File: config.mk
export PLATFORM = sky130hd
export DESIGN_NAME = pc_seq_unit
export DESIGN_NICKNAME = d
export VERILOG_FILES = /design/src/rtl/pc_pkg.sv /design/src/rtl/ras_stack.sv /design/src/rtl/pc_seq_unit.sv
export SDC_FILE = /design/constraint.sdc
export NUM_CORES = 1
export LEC_CHECK = 0
export CAP_MARGIN = 20
export CORE_MARGIN = 2
export CORE_UTILIZATION = 45
export DETAILED_ROUTE_END_ITERATION = 7
export GPL_TIMING_DRIVEN = 0
export PLACE_DENSITY = 0.71
export SYNTH_ARGS = -nofsm -noshare
export SYNTH_HDL_FRONTEND = slang
export SYNTH_SLANG_ARGS = --single-unit
File: constraint.sdc
create_clock -name clk -period 6.92 [get_ports clk]
set_clock_uncertainty 0.2 [all_clocks]
set_input_delay 1.038 -clock clk [delete_from_list [all_inputs] [get_ports clk]]
set_output_delay 1.038 -clock clk [all_outputs]
set_load 0.1 [all_outputs]
File: src/rtl/pc_pkg.sv
// Shared types and helpers for the program-counter unit and its return stack.
package pc_pkg;

    typedef enum logic [2:0] {
        PC_SEQ      = 3'd0,
        PC_BRANCH   = 3'd1,
        PC_JUMP     = 3'd2,
        PC_CALL     = 3'd3,
        PC_RET      = 3'd4,
        PC_REDIRECT = 3'd5
    } pc_ctrl_t;

    localparam int INSTR_BYTES = 4;

    // Works on a 64-bit container so any ADDR_W up to 64 can reuse it.
    function automatic logic [63:0] align4(input logic [63:0] addr);
        return {addr[63:2], 2'b00};
    endfunction

endpackage

File: src/rtl/ras_stack.sv
// Circular return-address stack; a push while full silently replaces the oldest entry.
module ras_stack #(
    parameter int ADDR_W = 32,
    parameter int DEPTH  = 4
) (
    input  logic                       clk,
    input  logic                       rst,
    input  logic                       push,
    input  logic                       pop,
    input  logic [ADDR_W-1:0]          push_data,
    output logic [ADDR_W-1:0]          top_data,
    output logic [$clog2(DEPTH):0]     count,
    output logic                       full,
    output logic                       empty
);

    localparam int PTR_W = $clog2(DEPTH);
    localparam int CNT_W = PTR_W + 1;

    logic [ADDR_W-1:0] mem [DEPTH];
    logic [PTR_W-1:0]  wr_ptr;
    logic [CNT_W-1:0]  cnt;

    assign full     = (cnt == CNT_W'(DEPTH));
    assign empty    = (cnt == '0);
    assign count    = cnt;
    // wr_ptr names the next free slot, so the most recent push sits one below it.
    assign top_data = mem[wr_ptr - PTR_W'(1)];

    always_ff @(posedge clk) begin
        if (rst) begin
            wr_ptr <= '0;
            cnt    <= '0;
        end else if (push) begin
            wr_ptr <= wr_ptr + PTR_W'(1);
            if (!full) begin
                cnt <= cnt + CNT_W'(1);
            end
        end else if (pop && !empty) begin
            wr_ptr <= wr_ptr - PTR_W'(1);
            cnt    <= cnt - CNT_W'(1);
        end
    end

    always_ff @(posedge clk) begin
        if (!rst && push) begin
            mem[wr_ptr] <= push_data;
        end
    end

endmodule

File: src/rtl/pc_seq_unit.sv
// Program-counter unit: next-PC mux over sequential/branch/jump/call/return/redirect,
// backed by a circular return-address stack and sticky fault flags.
module pc_seq_unit #(
    parameter int                ADDR_W    = 32,
    parameter logic [ADDR_W-1:0] RESET_VEC = '0,
    parameter int                RAS_DEPTH = 4
) (
    input  logic                         clk,
    input  logic                         rst,
    input  logic                         PC_enable,
    input  logic [2:0]                   ctrl_kind,
    input  logic [ADDR_W-1:0]            imm_offset,
    input  logic [31:0]                  alu_result,
    input  logic                         br_on_nonzero,
    input  logic [ADDR_W-1:0]            redirect_addr,
    output logic [ADDR_W-1:0]            IM_address,
    output logic [ADDR_W-1:0]            link_addr,
    output logic [$clog2(RAS_DEPTH):0]   ras_count,
    output logic                         ras_overflow,
    output logic                         ras_underflow,
    output logic                         misalign
);

    import pc_pkg::*;

    pc_ctrl_t          kind;
    logic              detect;
    logic              taken;
    logic [ADDR_W-1:0] rel_target;
    logic [ADDR_W-1:0] raw_target;
    logic [ADDR_W-1:0] pc_next;
    logic [ADDR_W-1:0] ras_top;
    logic              ras_full;
    logic              ras_empty;
    logic              ras_push;
    logic              ras_pop;
    logic              hit_overflow;
    logic              hit_underflow;
    logic              hit_misalign;

    assign detect     = |alu_result;
    assign taken      = detect ^ ~br_on_nonzero;
    assign link_addr  = IM_address + ADDR_W'(INSTR_BYTES);
    assign rel_target = IM_address + imm_offset;

    always_comb begin
        kind          = pc_ctrl_t'(ctrl_kind);
        raw_target    = link_addr;
        ras_push      = 1'b0;
        ras_pop       = 1'b0;
        hit_overflow  = 1'b0;
        hit_underflow = 1'b0;
        case (kind)
            PC_BRANCH: begin
                if (taken) begin
                    raw_target = rel_target;
                end
            end
            PC_JUMP: begin
                raw_target = rel_target;
            end
            PC_CALL: begin
                raw_target   = rel_target;
                ras_push     = 1'b1;
                hit_overflow = ras_full;
            end
            PC_RET: begin
                if (!ras_empty) begin
                    raw_target = ras_top;
                    ras_pop    = 1'b1;
                end else begin
                    hit_underflow = 1'b1;
                end
            end
            PC_REDIRECT: begin
                raw_target = redirect_addr;
            end
            default: begin
                raw_target = link_addr;
            end
        endcase
    end

    // PC itself is always aligned, so the sequential path never raises misalign.
    assign hit_misalign = |raw_target[1:0];
    assign pc_next      = ADDR_W'(align4(64'(raw_target)));

    ras_stack #(
        .ADDR_W (ADDR_W),
        .DEPTH  (RAS_DEPTH)
    ) u_ras (
        .clk       (clk),
        .rst       (rst),
        .push      (ras_push & PC_enable),
        .pop       (ras_pop & PC_enable),
        .push_data (link_addr),
        .top_data  (ras_top),
        .count     (ras_count),
        .full      (ras_full),
        .empty     (ras_empty)
    );

    always_ff @(posedge clk) begin
        if (rst) begin
            IM_address    <= RESET_VEC;
            ras_overflow  <= 1'b0;
            ras_underflow <= 1'b0;
            misalign      <= 1'b0;
        end else if (PC_enable) begin
            IM_address    <= pc_next;
            ras_overflow  <= ras_overflow  | hit_overflow;
            ras_underflow <= ras_underflow | hit_underflow;
            misalign      <= misalign      | hit_misalign;
        end
    end

endmodule

## Word-level counts from Yosys, hierarchy flattened

Memories as Yosys holds them, arrays and structs flattened.
Index checks and enable logic that the tools add are counted.

| word-level totals | value |
|---|---|
| bits in registers | 38 |
| memory bits (writable) | 128 |
| bits of input ports | 103 |
| output and inout port bits | 70 |
| word-level logic and storage cells | 53 |
| memories | 1 |

Memories:

| name | depth | width | rd ports | clocked after memory_dff | wr ports | line | source |
|---|---|---|---|---|---|---|---|
| u_ras.mem | 4 | 32 | 1 | 0 | 1 | ras_stack.sv:20 | `logic [ADDR_W-1:0] mem [DEPTH];` |

| operators by class | value |
|---|---|
| $add $sub $neg | 6 |
| equality and inequality tests | 7 |
| multiplexer cells | 16 |
| bitwise logic cells | 7 |
| reduce and logical (&&, ||, !) cells | 10 |

Operator list:

| operator | count |
|---|---|
| one-hot mux 32 bit (4 select lines) | 1 |
| two-way mux 32 bit | 2 |
| adder 32 x 3 -> 32 bit, second input constant | 1 |
| adder 32 bit | 1 |
| OR reduction 32 bit | 1 |
| == test 3 bit, second input constant | 3 |
| two-way mux 3 bit | 3 |
| two-way mux 1 bit | 8 |
| == test 3 x 2 -> 1 bit, second input constant | 2 |
| two-way mux 2 bit | 2 |
| OR reduction 2 bit | 2 |
| adder 3 x 1 -> 3 bit, second input constant | 1 |
| == test 3 x 1 -> 1 bit, second input constant | 1 |
| zero test 3 bit | 1 |
| OR 1 bit | 3 |
| subtractor 3 x 1 -> 3 bit, second input constant | 1 |
| adder 2 x 1 -> 2 bit, second input constant | 1 |
| AND 1 bit | 2 |
| logical AND 1 bit | 2 |
| zero test 1 bit | 2 |
| inequality test 2 bit, second input constant | 1 |
| AND reduction 2 bit | 1 |
| nonzero test 2 bit | 1 |
| subtractor 2 x 1 -> 2 bit, second input constant | 1 |
| other kinds (2) | 2 |

## Longest topological paths before layout

Gate-level depths: netlist of run 1.

| logic depth | value |
|---|---|
| depth in word-level cells | 7 |
| gate-level depth with buffers | 10 |
| mapped depth without buffers | 10 |

## Hierarchy

A second synthesis of run 1 with hierarchy kept.

| unflattened totals | value |
|---|---|
| cells, all modules | 855 |
| area, all modules | 9585.4 um^2 |

By module, submodules not included:

| module | instances | cells an instance | area each (um^2) | sequential area each (um^2) |
|---|---|---|---|---|
| ras_stack | 1 | 216 | 5003.5 | 3943.8 |
| pc_seq_unit | 1 | 639 | 4581.9 | 660.6 |

## Worst setup path after synthesis of run 1

OpenSTA, ideal clock, no wires.

| path | value |
|---|---|
| path kind | flip-flop to output port |
| start | register IM_address[3] |
| end | output link_addr[26] |
| data arrival time | 4002 ps |
| data required time | 5682 ps |
| slack | 1680 ps |
| cell stages (with the launch flop) | 7 |
| buffers on the path | 0 |
| cell sequence | dfxtp_1 ha_1 nand3_1 or3_1 nor3_1 nand2_1 xnor2_1 |

| between the ends | value |
|---|---|
| word-level cells in the longest chain between the ends | 1 |

Ends and longest elaborated chain:

| element | line | source |
|---|---|---|
| from (decl) | pc_seq_unit.sv:16 | `output logic [ADDR_W-1:0] IM_address,` |
| from (signal assigned) | pc_seq_unit.sv:110 | `IM_address <= pc_next;` |
| adder 32 x 3 -> 32 bit | pc_seq_unit.sv:43 | `assign link_addr = IM_address + ADDR_W'(INSTR_BYTES);` |
| to (decl) | pc_seq_unit.sv:17 | `output logic [ADDR_W-1:0] link_addr,` |

No other way between the ends.

## Final worst setup path of run 1

| path | value |
|---|---|
| start | register IM_address[4] |
| end | output link_addr[31] |

The elaborated chain is that of the path after synthesis.

==> results.ini, run 1 <==
[setup_path]
start_kind = register
arrival_ns = 4.17
critPathMaxFanout = 9
critical_path_class = reg2out
critPathRequiredTime_ns = 5.68
cp-end-kind = output port

[yosys]
ys_seq_area_share_pct = 48.2
synthesis.area_um2 = 9050
synth_edf_count = 120
syn_avg_cell_area_um2 = 11.4
yosysWarnings = 0
ys_seq_elements = 158
yosys.area.top_type = edfxtp_1
ys_types = 84
synthTopCellsByArea = edfxtp_1 (40%), dfxtp_1 (8.4%), mux4_2 (7.5%)
synthArstFlopShare_pct = 0
synth_ff_type = edfxtp_1
synth_top_area_share_pct = 39.8
synthCells = 794

[cts]
clkTransAtPathRegs_ns = 0.07
cts_tree = built
cts_buffers = 17
postCtsSetupRepairBufs = 0
cts-root-buf = clkbuf_16
clock_latency_ns = 0.43
cts.path.max_buffers = 2
cts.sinks = 158
cts_hold_buf = 0
htree_levels = 4
ctsResizeCount = 0

[outcome]
outcome = completed

[floorplanning]
dieArea_um2 = 21300
die_h_um = 146
io_pins = 173
core-area_um2 = 19600
rows = 51
die_w_um = 146
start_util_pct = 46.2

[layout]
layout_commonest_cell = clkdlybuf4s50_1
final_cells = 1259
antenna_cells = 0
syn_to_final_growth_pct = 28.8
finalNetCount = 1120
final_layout_size_suffix_gt1_share_pct = 10.3
mostFrequentLayoutCells = clkdlybuf4s50_1 (165), edfxtp_1 (120), nand2_1 (61), nor2_1 (50), a21oi_1 (46)

[placed_design]
port_buffers = 165
gp_congestion = 0.962
dp_hpwl_um = 20400
dp.cells = 1227

[pwr]
p_seq_share_pct = 39.4
internal_power_w = 0.00187
switchingPower_w = 0.000859
combPwrFrac_pct = 24.5
power.leakage_nw = 4.11
sw_frac_of_total_pct = 31.5
ir_drop_uv = 154
powerDensity_nw_per_um2 = 234
clkPwrFrac_pct = 36.1

[sta]
setup_violations = 0
period_needed_ns = 5.40
tightest_slew_ns = 1.01
slew-limit-headroom_pct = 32.5
min_period_over_period_pct = 78.1
drv_slew = 0
rsz0062_at_grt = false
finalHoldViolCount = 0
timing.setup.tns_ns = 0
clock.fmax_ghz = 0.185

[hold_path]
hp-class = reg2reg

[grt]
grt_max_degree = 31
grt-ovfl-total = 0
grt.total_usage_pct = 26.4
grt_pass1_vias = 7516
antenna_found_initial = 0
grt_pass1_wl_um = 42700

[drt]
vias = 7627
drcViolationCount = 0
via_per_inst = 6.06
dr.pass1.iters = 7
post_drt_wl_per_cell_um = 22.7
drt_iter0_drc = 910
wirelength_um = 28600
drtAntennaViolNets = 0

[job]
drv_cap = 0

Yosys cell counts, drive strengths merged (25+ instances only):
cell,n
mux4,30
clkbuf,26
o21ai,42
xnor2,33
dfxtp,38
inv,25
xor2,28
edfxtp,120
nand3,31
a21oi,47
nand2,62
nor2,52
ha,34
metal layers:
layer,wire (um),part of all wire (%),GRT usage [%],vias up
met5,0,0,0,-
met4,759,2.7,9.07,0
met3,2320,8.1,4.61,63
met2,13700,48,43.9,420
met1,11900,41,34.8,3689
li1,-,-,-,3455
power groups by stage:
stage | clock network (W) | registers, W | logic (W)
after floorplan | 0 | 0.00119 | 0.000360
after global placement | 0 | 0.00109 | 0.000653
after detailed placement | 0 | 0.00109 | 0.000656
after CTS | 0.000988 | 0.00107 | 0.000660
after global routing | 0.00102 | 0.00108 | 0.000700
final | 0.000985 | 0.00107 | 0.000667
final timing paths:
check,startpoint,to,slack (ns),cells after the start
worst max-delay path,IM_address[4],link_addr[31],1.52,7
worst max register to register,u_ras.wr_ptr[0],IM_address[3],3.00,10
worst min-delay path,misalign,misalign,0.29,1
worst min register to register,misalign,misalign,0.29,1
sequential cells by signal, summed over array words and instances (netlist names):
signal         flops
IM_address        30
misalign           1
ras_overflow       1
ras_underflow      1
u_ras.count        3
u_ras.mem        120
u_ras.wr_ptr       2
critical path: stages, from the launching register on:
cell and delay [ns]:
dfxtp_1 0.55, and4_1 0.38, nand3_1 0.31, nor4_4 0.51
nand2_1 0.19, nor2_1 0.25, xor2_1 0.34, clkdlybuf4s50_1 1.20
through the flow:
step           instance area, um2  hold slack [ns]  power [W]  utilization [%]  setup WS, ns
6_report                    11700            0.290    0.00272             59.5          1.52
5_1_grt                     11700            0.315    0.00280             59.5          1.39
4_1_cts                     11700            0.296    0.00272             59.5          1.58
3_5_place_dp                11000            0.276    0.00175             56.4          2.05
3_3_place_gp                11000            0.265    0.00175             56.4          2.08
2_1_floorplan                9060            0.414    0.00155                -          1.68
cell type report:
| class | instances | area [um2] |
|---|---|---|
| clock buffers | 21 | 440 |
| plain buffers | 42 | 198 |
| well taps | 265 | 332 |
| multi-input cells | 572 | 4410 |
| inverters | 25 | 93.8 |
| repair buffers | 165 | 1650 |
| flip-flops and latches | 158 | 4360 |
| fillers | 1649 | 7940 |
| clock inverters | 11 | 168 |
logic make-up after synthesis:
family	synth area share [%]
AOI/OAI and AO/OA	16.1
xor gates and xnor gates	5.91
adders and majority gates	5.15
buffers and inverters	3.22
DFF	48.2
muxes	7.80
other	0.0415
and+or+nand+nor	13.6
(Power assumes the default switching activity.)
==> inputs of run 2 (changes only) <==
clock period = 5.6 ns   (was 6.92 ns; I/O delays follow)
==> results of run 2 <==
Same layout as run 1 (identical final DEF). Status: completed.
Among the figures that moved: setup slack after placement 2.05 ns -> 0.924 ns; setup slack after layout 1.52 ns -> 0.395 ns; register-to-register setup slack 3.00 ns -> 1.68 ns; total power 0.00272 W -> 0.00337 W; worst IR drop on VDD 154 uV -> 190 uV
==> inputs of run 3 (changes only) <==
ABC_CLOCK_PERIOD_IN_PS = 5600   (was default)
CAP_MARGIN = default   (was 20)
==> results of run 3 <==
Same layout as run 1 (identical final DEF). Status: completed.
Among the figures that moved: setup slack after placement 2.05 ns -> 0.924 ns; setup slack after layout 1.52 ns -> 0.395 ns; register-to-register setup slack 3.00 ns -> 1.68 ns; total power 0.00272 W -> 0.00337 W; worst IR drop on VDD 154 uV -> 190 uV
